`src/rtl/out_port_uart_tx.sv`:
```
// Output-port UART transmitter: decodes data/control writes from the core's
// output buses, queues bytes in a FIFO and sends them as 8N1 frames on tx.
module out_port_uart_tx #(
    parameter logic [15:0] BASE_ADDR    = 16'hFF00,
    parameter int unsigned CLKS_PER_BIT = 16,
    parameter int unsigned FIFO_DEPTH   = 8
) (
    input  logic                          clk,
    input  logic                          rst,
    input  logic [15:0]                   address_bus,
    input  logic [7:0]                    data_bus,
    input  logic                          wr_stb,
    output logic                          tx,
    output logic                          busy,
    output logic                          full,
    output logic                          overflow,
    output logic [$clog2(FIFO_DEPTH):0]   fifo_count
);

    localparam int unsigned PW = $clog2(FIFO_DEPTH);
    localparam int unsigned BW = $clog2(CLKS_PER_BIT);

    typedef enum logic [1:0] {IDLE, START, DATA, STOP} state_t;

    state_t          state, state_n;
    logic [BW-1:0]   cnt, cnt_n;
    logic [2:0]      bit_idx, bit_n;
    logic [7:0]      shift, shift_n;
    logic            tx_q, tx_n;
    logic            pop, wrap;

    logic [7:0]      mem [FIFO_DEPTH];
    logic [PW-1:0]   rd_ptr, wr_ptr;
    logic [PW:0]     count_q;
    logic            push_req, push, drop, clr;

    assign push_req = wr_stb && (address_bus == BASE_ADDR);
    assign clr      = wr_stb && (address_bus == BASE_ADDR + 16'd1) && data_bus[0];
    // A pop on the same edge frees the slot, so a push while full still lands.
    assign push     = push_req && (!full || pop);
    assign drop     = push_req && full && !pop;

    assign full       = (count_q == (PW+1)'(FIFO_DEPTH));
    assign fifo_count = count_q;
    assign busy       = (state != IDLE) || (count_q != '0);
    assign tx         = tx_q;
    assign wrap       = (cnt == BW'(CLKS_PER_BIT - 1));

    always_comb begin
        state_n = state;
        cnt_n   = wrap ? '0 : cnt + BW'(1);
        bit_n   = bit_idx;
        shift_n = shift;
        tx_n    = tx_q;
        pop     = 1'b0;
        case (state)
            IDLE: begin
                cnt_n = '0;
                if (count_q != '0) begin
                    pop     = 1'b1;
                    shift_n = mem[rd_ptr];
                    state_n = START;
                    tx_n    = 1'b0;
                end
            end
            START: begin
                if (wrap) begin
                    state_n = DATA;
                    bit_n   = '0;
                    tx_n    = shift[0];
                end
            end
            DATA: begin
                if (wrap) begin
                    if (bit_idx == 3'd7) begin
                        state_n = STOP;
                        tx_n    = 1'b1;
                    end else begin
                        bit_n = bit_idx + 3'd1;
                        tx_n  = shift[bit_idx + 3'd1];
                    end
                end
            end
            STOP: begin
                if (wrap) begin
                    if (count_q != '0) begin
                        pop     = 1'b1;
                        shift_n = mem[rd_ptr];
                        state_n = START;
                        tx_n    = 1'b0;
                    end else begin
                        state_n = IDLE;
                        tx_n    = 1'b1;
                    end
                end
            end
            default: state_n = IDLE;
        endcase
    end

    always_ff @(posedge clk or negedge rst) begin
        if (!rst) begin
            state   <= IDLE;
            cnt     <= '0;
            bit_idx <= '0;
            shift   <= '0;
            tx_q    <= 1'b1;
        end else begin
            state   <= state_n;
            cnt     <= cnt_n;
            bit_idx <= bit_n;
            shift   <= shift_n;
            tx_q    <= tx_n;
        end
    end

    always_ff @(posedge clk or negedge rst) begin
        if (!rst) begin
            rd_ptr   <= '0;
            wr_ptr   <= '0;
            count_q  <= '0;
            overflow <= 1'b0;
        end else begin
            if (push) wr_ptr <= wr_ptr + PW'(1);
            if (pop)  rd_ptr <= rd_ptr + PW'(1);
            count_q <= count_q + (PW+1)'(push) - (PW+1)'(pop);
            if (drop)     overflow <= 1'b1;
            else if (clr) overflow <= 1'b0;
        end
    end

    always_ff @(posedge clk) begin
        if (push) mem[wr_ptr] <= data_bus;
    end

endmodule

```
`config.mk`:
```
export PLATFORM = sky130hd
export DESIGN_NAME = out_port_uart_tx
export DESIGN_NICKNAME = d
export VERILOG_FILES = /design/src/rtl/out_port_uart_tx.sv
export SDC_FILE = /design/constraint.sdc
export NUM_CORES = 1
export LEC_CHECK = 0
export CAP_MARGIN = 20
export CORE_MARGIN = 2
export CORE_UTILIZATION = 62
export DETAILED_ROUTE_END_ITERATION = 16
export PLACE_DENSITY_LB_ADDON = 0.12
export SKIP_LAST_GASP = 1
export SYNTH_ARGS = -nofsm -noshare
export SYNTH_HDL_FRONTEND = slang
export SYNTH_SLANG_ARGS = --single-unit
```
`constraint.sdc`:
```
create_clock -name clk -period 4.3 [get_ports clk]
set_input_delay 0.86 -clock clk [delete_from_list [all_inputs] [get_ports clk]]
set_output_delay 0.86 -clock clk [all_outputs]
set_load 0.005 [all_outputs]
```
==> results.md <==
* Routed Antenna Nets at 0
* Placed wire-length estimate at 4.88 mm
* Ys Warns at 0
* Syn Area/Cell at 16.3 sq um
* Vias post-DR at 2,325
* Mapped Nets at 295
* Clock Tree Root: clkbuf_8
* GR Overflow Total at 0
* Routed wire per std cell at 19.0 microns
* Reg power frac at 60.9%
* Setup crit start: fifo_count[2]
* Fin Setup TNS at 0 ns
* Placed Cells at 363
* RSZ-0062 raised after global routing: no
* Starting DRT DRC Count at 171
* Gr usage total at 21.7%
* Clock Skew at 0.0142 ns
* Cell Int Power at 1230 uW
* Core area at 6390 sq um
* Reg-to-Reg Start: state[0]
* Worst-Margin Slew at 0.839 ns
* Reg2Reg Setup Slack at 1.36 ns
* Combinational share of power at 4.2%
* Count of different cell masters after synthesis at 45
* Total Wirelength at 7.22 mm
* Top-area cell type share of the netlist area at 46.9%
* Leakage at 0.00172 uW
* Post-CTS sizing at 0
* Slew HR at 44.1%
* Port buffer count at 34
* Die Y at 85.3 microns
* Pin count of the biggest net entering global routing at 30
* Switching power at 362 uW
* Vias in the first global route at 2,332
* Final nets at 342
* Critical Path Sink Type: primary output
* Maximum VDD drop at 263 uV
* WS Path Type: reg -> out
* Power Density at 332 nW/um^2
* Crit-path max FO at 5
* Area growth syn-to-layout at 16.8%
* Worst Hold End: cnt[0]
* Hold path depth at 1
* Status: finished, final reports clean
* Prevailing post-synth register cell: edfxtp_1
* Hold_sp: cnt[0]
* Reg clk slew, reported paths at 0.10 ns
* Worst Setup Start Kind: register
* # setup viols final at 0
* Top-count cell post-synth: edfxtp_1
* Layout fillers at 398
* Clock Power Share at 34.9%
* First-pass detailed-route iteration total at 4
* R2r endpoint: mem[2][2]
* Final cell count without fillers at 381
* Sequential area share after synthesis at 64.7%
* Peak Freq at 305 MHz
* Net Sw Frac at 22.8%
* Worst EP required at 3.44 ns
* Number of enable flip-flop cells after synthesis at 64
* Fraction of registers with async set/reset at 31.2%
* Fin. max-slew vios at 0
* Row cnt at 29
* R2R cell count at 7
* Mapped Cells at 252
* # IOs at 35
* Clock latency on the worst-skew pair at 0.36 ns
* Post-synth top cells: edfxtp_1, dfrtp_1, mux4_2
* Synth Register Bits at 93
* Hold buffer count at CTS at 0
* Critical path arrival at 2.42 ns
* Die ar. at 7270 sq um
* DR vias/cell at 6.10
* Layout cell share with drive strength beyond 1 at 19.1%
* Inserted Clock Buffers at 9
* Synth area leaders: edfxtp_1, dfrtp_1, mux4_2
* First-pass GRT wire length at 11.8 mm
* Max-cap violations at 0
* # clock sinks at 93
* Die width at 85.3 microns
* TritonCTS clock tree: built
* Initial Util at 64.1%
* Clk buf depth at 2
* # diodes at 0
* Post-synth design cell area at 4100 sq um
* Post-CTS Setup Bufs at 0
* Type of the worst min-delay path: reg -> reg
* Period utilisation layout at 76.4%
* Tmin final at 3.28 ns
* Final Hold Violating Endpoints at 0
* DRC errors left at 0
* Multi-input logic area at 1360 sq um
* H-tree lvl count at 3
* Routability congestion estimate at 0.786
* FF+latch area at 2650 sq um
* Initial antenna violation count at 0
* Synth area leader: edfxtp_1
[critical path, cell delays in order, from the launching register on]
cell and delay (ns):
dfrtp_1 0.39, inv_1 0.11, ha_1 0.19, nor3b_1 0.59
and2_1 0.28, inv_1 0.07, clkdlybuf4s50_1 0.44
[flip-flops by register name (all words and copies together) (netlist names)]
signal / cells
mem: 64
shift: 8
cnt: 4
fifo_count: 4
bit_idx: 3
rd_ptr: 3
wr_ptr: 3
state: 2
overflow: 1
tx: 1
[metal layers]
metal | global-route usage (%) | vias to the layer above | share of wire (%)
met1 | 31.3 | 1174 | 46
met4 | 8.66 | 0 | 1.6
li1 | - | 1083 | -
met3 | 3.31 | 12 | 3.3
met2 | 33.7 | 56 | 49
met5 | 0 | - | 0
[power by group through the flow]
stage	combinational, uW	clock, uW	sequential [uW]
after floorplan	16.9	0	986
after global placement	64.8	0	985
after detailed placement	67.7	0	985
after CTS	67.9	560	966
after global routing	75.4	594	967
final	67.3	553	966
[cell families after synthesis]
| logic type | synth area share, % |
|---|---|
| flip-flops | 64.7 |
| AND/OR/NAND/NOR | 7.73 |
| multiplexers | 13.0 |
| AO/OA/AOI/OAI | 5.96 |
| XOR/XNOR | 1.50 |
| buffers and inverters | 2.11 |
| adder cells (fa/ha/maj) | 5.07 |
[cell type report]
type | instances | share of cell area (%)
Clock buffer | 9 | 2.59
Clock inverter | 7 | 1.46
Inverter | 11 | 0.863
Multi-Input combinational cell | 139 | 28.4
Sequential cell | 93 | 55.4
Tap cell | 77 | 2.01
Timing Repair Buffer | 45 | 9.26
[cells in the final DEF (no fill, tap or decap), drive strengths merged, types with 9 or more instances in the layout]
| cell type | netlist | final |
|---|---|---|
| a21oi | 14 | 14 |
| buf | 6 | 11 |
| clkbuf | 3 | 9 |
| clkdlybuf4s50 | 0 | 34 |
| dfrtp | 28 | 28 |
| edfxtp | 64 | 64 |
| ha | 15 | 15 |
| inv | 11 | 13 |
| mux4 | 17 | 17 |
| nor2 | 12 | 12 |
[stage by stage]
step / utilization [%] / worst slack (ns) / total power [uW] / hold slack [ns] / cell area [sq um]
CTS: 74.4 / 1.02 / 1590 / 0.523 / 4750
finish: 74.9 / 1.02 / 1590 / 0.523 / 4780
floorplan: - / 1.13 / 1000 / 0.459 / 4100
global placement: 71.3 / 0.755 / 1050 / 0.487 / 4550
detailed placement: 71.3 / 0.713 / 1050 / 0.513 / 4550
global route: 74.9 / 0.915 / 1640 / 0.548 / 4780
[worst max path at each step]
| stage | cells after the start | endpoint | slack, ns |
|---|---|---|---|
| 6_report | 6 | busy | 1.02 |
| 4_1_cts | 6 | busy | 1.02 |
| 3_3_place_gp | 8 | fifo_count[2] | 0.76 |
| 2_1_floorplan | 5 | mem[0][0] | 1.13 |
| 5_1_grt | 6 | busy | 0.91 |
| 3_5_place_dp | 8 | fifo_count[2] | 0.71 |
Note: power is estimated with default switching activity, not from simulation.
